===== config.mk =====
export PLATFORM = sky130hd
export DESIGN_NAME = fifo_flow_flat
export DESIGN_NICKNAME = d
export VERILOG_FILES = /design/src/rtl/fifo_flow_if.sv /design/src/rtl/fifo_flow.sv /design/src/flat_wrapper.sv
export SDC_FILE = /design/constraint.sdc
export NUM_CORES = 1
export LEC_CHECK = 0
export CORE_ASPECT_RATIO = 0.7
export CORE_MARGIN = 5
export CORE_UTILIZATION = 60
export CTS_BUF_LIST = sky130_fd_sc_hd__clkbuf_8
export CTS_CLUSTER_DIAMETER = 100
export CTS_CLUSTER_SIZE = 20
export DETAILED_ROUTE_END_ITERATION = 10
export PLACE_DENSITY = 0.89
export REMOVE_ABC_BUFFERS = 1
export SLEW_MARGIN = 20
export SYNTH_ARGS = -nofsm -noshare
export SYNTH_HDL_FRONTEND = slang
export SYNTH_SLANG_ARGS = --single-unit

===== constraint.sdc =====
create_clock -name i_clock -period 5.25 [get_ports i_clock]
set_input_delay 1.05 -clock i_clock [delete_from_list [all_inputs] [get_ports i_clock]]
set_output_delay 1.05 -clock i_clock [all_outputs]
set_load 0.005 [all_outputs]

===== src/rtl/fifo_flow_if.sv =====
// Push/pop handshake bundle for fifo_flow.
// A beat transfers on a rising clock edge when valid and ready are both high. Valid never waits on ready.
// The slave modport is the FIFO side, and the master modport is the producer/consumer side.
interface fifo_flow_if #(
  parameter type DATA_TYPE_t = logic [31:0]
);
  logic       push_valid;
  logic       push_ready;
  DATA_TYPE_t push_data;
  logic       pop_valid;
  logic       pop_ready;
  DATA_TYPE_t pop_data;

  modport master (
    output push_valid, push_data, pop_ready,
    input  push_ready, pop_valid, pop_data
  );

  modport slave (
    input  push_valid, push_data, pop_ready,
    output push_ready, pop_valid, pop_data
  );
endinterface


===== src/rtl/fifo_flow.sv =====
// Synchronous FWFT FIFO with a true occupancy count, runtime almost-full/empty thresholds and a flush.
// Optional high-water-mark output when FIFO_FLOW_HWM_EN is defined.
module fifo_flow #(
  parameter int  WIDTH = 32,
  parameter int  DEPTH = 16,
  parameter type DATA_TYPE_t = logic [WIDTH-1:0],
  localparam int ADDR_WIDTH  = $clog2(DEPTH),
  localparam int COUNT_WIDTH = $clog2(DEPTH + 1)
) (
  input  logic                   i_clock,
  input  logic                   i_reset,
  fifo_flow_if.slave             flow_if,
  input  logic                   i_clear,
  input  logic [COUNT_WIDTH-1:0] i_af_thresh,
  input  logic [COUNT_WIDTH-1:0] i_ae_thresh,
  output logic [COUNT_WIDTH-1:0] o_count,
  output logic                   o_empty,
  output logic                   o_full,
  output logic                   o_almost_full,
  output logic                   o_almost_empty
`ifdef FIFO_FLOW_HWM_EN
  ,
  output logic [COUNT_WIDTH-1:0] o_high_water
`endif
);

  localparam logic [ADDR_WIDTH-1:0]  LAST_ADDR  = ADDR_WIDTH'(DEPTH - 1);
  localparam logic [COUNT_WIDTH-1:0] FULL_COUNT = COUNT_WIDTH'(DEPTH);

  DATA_TYPE_t             mem_q [DEPTH];
  logic [ADDR_WIDTH-1:0]  wr_ptr_q, wr_ptr_d;
  logic [ADDR_WIDTH-1:0]  rd_ptr_q, rd_ptr_d;
  logic [COUNT_WIDTH-1:0] count_q, count_d;
  logic                   push;
  logic                   pop;

  assign o_empty            = (count_q == '0);
  assign o_full             = (count_q == FULL_COUNT);
  assign o_almost_full      = (count_q >= i_af_thresh);
  assign o_almost_empty     = (count_q <= i_ae_thresh);
  assign o_count            = count_q;

  // No write-through when full: ready depends only on the count register.
  assign flow_if.push_ready = ~o_full;
  assign flow_if.pop_valid  = ~o_empty;
  assign flow_if.pop_data   = mem_q[rd_ptr_q];

  assign push = flow_if.push_valid & flow_if.push_ready;
  assign pop  = flow_if.pop_valid & flow_if.pop_ready;

  always_comb begin
    wr_ptr_d = wr_ptr_q;
    rd_ptr_d = rd_ptr_q;
    count_d  = count_q;
    if (i_clear) begin
      wr_ptr_d = '0;
      rd_ptr_d = '0;
      count_d  = '0;
    end else begin
      if (push) begin
        wr_ptr_d = (wr_ptr_q == LAST_ADDR) ? '0 : wr_ptr_q + 1'b1;
      end
      if (pop) begin
        rd_ptr_d = (rd_ptr_q == LAST_ADDR) ? '0 : rd_ptr_q + 1'b1;
      end
      case ({push, pop})
        2'b10:   count_d = count_q + 1'b1;
        2'b01:   count_d = count_q - 1'b1;
        default: count_d = count_q;
      endcase
    end
  end

  always_ff @(posedge i_clock) begin
    if (i_reset) begin
      wr_ptr_q <= '0;
      rd_ptr_q <= '0;
      count_q  <= '0;
    end else begin
      wr_ptr_q <= wr_ptr_d;
      rd_ptr_q <= rd_ptr_d;
      count_q  <= count_d;
    end
  end

  // Storage is deliberately not reset; a flush or reset only moves the pointers.
  always_ff @(posedge i_clock) begin
    if (push && !i_clear && !i_reset) begin
      mem_q[wr_ptr_q] <= flow_if.push_data;
    end
  end

`ifdef FIFO_FLOW_HWM_EN
  logic [COUNT_WIDTH-1:0] hwm_q, hwm_d;

  always_comb begin
    hwm_d = hwm_q;
    if (i_clear) begin
      hwm_d = '0;
    end else if (count_q > hwm_q) begin
      hwm_d = count_q;
    end
  end

  always_ff @(posedge i_clock) begin
    if (i_reset) begin
      hwm_q <= '0;
    end else begin
      hwm_q <= hwm_d;
    end
  end

  assign o_high_water = hwm_q;
`endif

endmodule


===== src/flat_wrapper.sv =====
// flat-port wrapper written by rule: the top's interface ports become plain ports
module fifo_flow_flat 
#(
  parameter int  WIDTH = 32,
  parameter int  DEPTH = 16,
  parameter type DATA_TYPE_t = logic [WIDTH-1:0],
  localparam int ADDR_WIDTH  = $clog2(DEPTH),
  localparam int COUNT_WIDTH = $clog2(DEPTH + 1)
)
  (i_clock, i_reset, i_clear, i_af_thresh, i_ae_thresh, o_count, o_empty, o_full, o_almost_full, o_almost_empty, flow_if_push_valid, flow_if_push_data, flow_if_pop_ready, flow_if_push_ready, flow_if_pop_valid, flow_if_pop_data);
  fifo_flow_if #(.DATA_TYPE_t(DATA_TYPE_t)) flow_if_i ();
  input  logic i_clock;
  input  logic i_reset;
  input  logic i_clear;
  input  logic [COUNT_WIDTH-1:0] i_af_thresh;
  input  logic [COUNT_WIDTH-1:0] i_ae_thresh;
  output logic [COUNT_WIDTH-1:0] o_count;
  output logic o_empty;
  output logic o_full;
  output logic o_almost_full;
  output logic o_almost_empty;
  input wire logic [$bits(flow_if_i.push_valid)-1:0] flow_if_push_valid;
  input wire logic [$bits(flow_if_i.push_data)-1:0] flow_if_push_data;
  input wire logic [$bits(flow_if_i.pop_ready)-1:0] flow_if_pop_ready;
  output wire logic [$bits(flow_if_i.push_ready)-1:0] flow_if_push_ready;
  output wire logic [$bits(flow_if_i.pop_valid)-1:0] flow_if_pop_valid;
  output wire logic [$bits(flow_if_i.pop_data)-1:0] flow_if_pop_data;
  assign flow_if_i.push_valid = flow_if_push_valid;
  assign flow_if_i.push_data = flow_if_push_data;
  assign flow_if_i.pop_ready = flow_if_pop_ready;
  assign flow_if_push_ready = flow_if_i.push_ready;
  assign flow_if_pop_valid = flow_if_i.pop_valid;
  assign flow_if_pop_data = flow_if_i.pop_data;
  fifo_flow #(.WIDTH(WIDTH), .DEPTH(DEPTH), .DATA_TYPE_t(DATA_TYPE_t)) u_core (.i_clock(i_clock), .i_reset(i_reset), .flow_if(flow_if_i), .i_clear(i_clear), .i_af_thresh(i_af_thresh), .i_ae_thresh(i_ae_thresh), .o_count(o_count), .o_empty(o_empty), .o_full(o_full), .o_almost_full(o_almost_full), .o_almost_empty(o_almost_empty));
endmodule

==> key figures <==
Status
  – Status: finished clean

Detailed routing
  – Wire length per cell: roughly 28 µm
  – Post-DRT Antenna Nets: 0
  – DR pass1 iterations: 5
  – # DRC: 0
  – Vias/cell: 6.60
  – Final WL: 42,100 µm
  – Initial DRC Count: 1,070
  – Vias: 9,846

Worst hold path
  – Hold WC Path Type: reg -> reg

CTS
  – Clock root buffer master: clkbuf_8
  – CTS clk-pin slew, worst paths: approximately 0.12 ns
  – Clk_lat worst skew: 0.64 ns
  – Hold-fix buffers at CTS: 0
  – Post-CTS Resized: 0
  – TritonCTS clock tree: done
  – Clock Path Buffers: 3
  – H-tree depth: 1
  – Clk sinks: 529
  – CTS Buf Count: 30
  – Setup Buffers After CTS: 0

Synth
  – Cell Area, Synth: a little over 20,000 µm²
  – Sequential cell area fraction in the yosys report: between 70 and 80%
  – Avg Cell Area, Syn: ~22 µm²
  – Yosys cell types: 40
  – Synth Instances: between 900 and 1,000
  – Flops & latches, synth: 529
  – Yosys Warn Count: 0

Timing
  – Skew final: between 0.02 and 0.03 ns
  – Period utilisation layout: 81.0%
  – Fmax: 235 MHz
  – Worst-Margin Slew: 1.14 ns
  – Relative slew slack: between 20% and 30%
  – Final hold vios: 0
  – Max-slew violations: 0
  – Unrepaired setup endpoints after global routing: no
  – Count of final setup violators: 0
  – Post-layout min period: about 4.3 ns

Critical path
  – Arr. time, crit path: between 3 and 4 ns
  – Worst-case reg-to-reg path depth: 9
  – Crit path kind: reg -> out
  – Reg2Reg Setup Slack: 2.40 ns
  – Critical Path Source Type: flop
  – Crit path to: flow_if_pop_data[7]
  – Worst path required time: 4.20 ns
  – Crit Reg-Reg Endpoint: u_core.o_count[4]
  – Crit path capture type: output pin
  – Worst R2R Start: u_core.o_count[1]
  – Worst Path Max Fanout: 52

Cells and area
  – Area grow syn2layout: 10.1%
  – Post-route cell area: 22,400 µm²
  – Final Util: between 60 and 70%
  – Nets@finish: 1,098
  – Fill cells: approximately 2,000
  – Layout cell share with drive strength beyond 1: 19.2%
  – Finished Layout Cells: about 1,500

GRT
  – First-pass GRT wire length: between 60,000 and 70,000 µm
  – Vias in the first global route: 10,013
  – Overall Global Routing Usage: approximately 22%
  – GRT overflow: 0
  – Largest net degree at the start of global routing: 53
  – Initial antenna violation count: 1

Floorplanning
  – Die footprint: 37,700 µm²
  – Die height: roughly 160 µm
  – Die width: 230 µm
  – Num ports: 90
  – # rows: 56
  – Starting density of the core: 60.7%
  – Core area: 33,500 µm²

Power and ir drop
  – Int Pwr: around 5.3 mW
  – Comb power frac: 3.7%
  – Power share of the clock group: a little over a quarter
  – Power per Cell Area: slightly below 300 nW/µm²
  – Switching part of the total: 20.1%
  – Sequential Power Share: 69.9%
  – Pwr Total: 6.64 mW
  – Sw Pwr: 1.33 mW
  – Peak supply drop: 217 µV
  – Lkg Pwr: 6.96 nW

Place
  – Dpl cells: 1,431
  – Dpl hpwl: 23,300 µm
  – Port buffer count: 89
  – GPL Wtd Cong: roughly 0.77
  – DP Area: 21,800 µm²

Flow run
  – Max-Cap Viols: 0
-- state kept, by name, indices dropped and copies added, names as in the netlist, named ones only --
name and cells:
u_core.mem_q 512, u_core.o_count 5, u_core.wr_ptr_q 4, u_core.rd_ptr_q 4
-- layout by cell type (no fill, tap or decap), types with 3 or more instances in the layout --
| cell | instances |
|---|---|
| and2_2 | 7 |
| nor2_4 | 5 |
| mux2i_1 | 6 |
| nand2_1 | 41 |
| edfxtp_1 | 512 |
| xor2_1 | 4 |
| clkbuf_8 | 31 |
| inv_1 | 43 |
| buf_4 | 10 |
| ha_1 | 19 |
| clkdlybuf4s50_1 | 89 |
| o21ai_0 | 3 |
| and3_2 | 3 |
| a22oi_1 | 64 |
| buf_12 | 3 |
| dfxtp_1 | 15 |
| nand3_1 | 8 |
| nor2_1 | 18 |
| mux4_2 | 128 |
| a21oi_1 | 8 |
-- worst max-delay path, cell delays in order, from the launching register on --
cell and delay, ns:
dfxtp_4 0.86, buf_12 0.34, mux4_2 0.37, a22oi_1 0.30, nand2_1 0.13, clkdlybuf4s50_1 0.50
-- worst min-delay path by stage --
stage,start,endpoint,slack (ns),cells after the start
2_1_floorplan,u_core.rd_ptr_q[3],flop,0.47,2
3_3_place_gp,u_core.rd_ptr_q[0],flop,0.49,2
3_5_place_dp,u_core.rd_ptr_q[0],flop,0.50,2
4_1_cts,u_core.rd_ptr_q[0],flop,0.53,2
5_1_grt,u_core.rd_ptr_q[0],flop,0.55,2
6_report,u_core.rd_ptr_q[0],flop,0.53,2
-- per-layer routing --
layer / vias to the layer above / routed length (µm) / global-route usage (%)
li1: 4094 / - / -
met1: 5169 / 16600 / 31.6
met2: 522 / 21100 / 36.9
met3: 61 / 3430 / 4.54
met4: 0 / 873 / 4.40
met5: - / 0 / 0
-- stage by stage --
stage,setup TNS (ns),worst slack [ns],hold slack (ns)
floorplan,-64.60,-2.02,0.467
global placement,0,1.30,0.493
detailed placement,0,1.30,0.505
CTS,0,0.914,0.527
global route,0,0.777,0.549
finish,0,0.997,0.527
-- layout make-up --
cell class	count	area [µm²]	share of cell area, %
multi-input combinational	346	4440	19.8
clock buffer	31	427	1.90
inverter	19	71.3	0.318
tap	435	544	2.43
clock inverter	25	106	0.475
timing repair buffer	105	1100	4.89
sequential	529	15700	70.2
antenna	1	2.50	0.0112
-- power groups by stage --
stage	Combinational [mW]	Sequential (mW)	Clock (mW)
after floorplan	0.104	4.75	0
after global placement	0.234	4.74	0
after detailed placement	0.246	4.74	0
after CTS	0.247	4.64	1.77
final	0.246	4.64	1.75
after global routing	0.268	4.64	1.95
-- Yosys cell counts --
cell / count / area, µm²
a31oi_1: 1 / 6.26
a21oi_1: 8 / 40.0
mux2i_1: 6 / 60.1
edfxtp_1: 512 / 15400
nor3b_1: 1 / 7.51
nor2_1: 23 / 86.3
a311oi_1: 1 / 8.76
o21a_1: 1 / 7.51
and3_1: 4 / 25.0
a41oi_1: 1 / 8.76
nor3_1: 2 / 10.0
mux4_2: 128 / 2880
and2_1: 8 / 50.1
buf_2: 16 / 80.1
o211ai_1: 2 / 15.0
buf_4: 1 / 7.51
nand3_1: 8 / 40.0
fa_1: 1 / 20.0
o21ai_4: 1 / 16.3
nor4_1: 1 / 6.26
a22oi_1: 64 / 480
o211ai_4: 1 / 21.3
nor2b_1: 4 / 25.0
nand4_1: 2 / 12.5
nor2_2: 1 / 6.26
nand2b_1: 1 / 6.26
nand4b_1: 1 / 8.76
or4_4: 1 / 11.3
a21o_1: 2 / 15.0
a311o_1: 1 / 10.0
a21boi_1: 1 / 7.51
clkbuf_1: 30 / 113
o21ai_0: 3 / 15.0
or2_2: 1 / 6.26
dfxtp_1: 17 / 340
or4_1: 2 / 15.0
ha_1: 19 / 238
inv_1: 19 / 71.3
xor2_1: 4 / 35.0
nand2_1: 41 / 154
-- cell families (layout without fill, tap and decap cells) --
logic type | Yosys count | count (layout) | share of synthesized area, %
DFF | 529 | 529 | 77.2
muxes | 134 | 134 | 14.5
and+or+nand+nor | 101 | 101 | 2.31
AOI/OAI and AO/OA | 87 | 87 | 3.20
buffers and inverters | 66 | 180 | 1.33
adders and majority gates | 20 | 20 | 1.27
xor gates and xnor gates | 4 | 4 | 0.172
other | 0 | 1 | 0
Power figures use the tool's default switching activity.
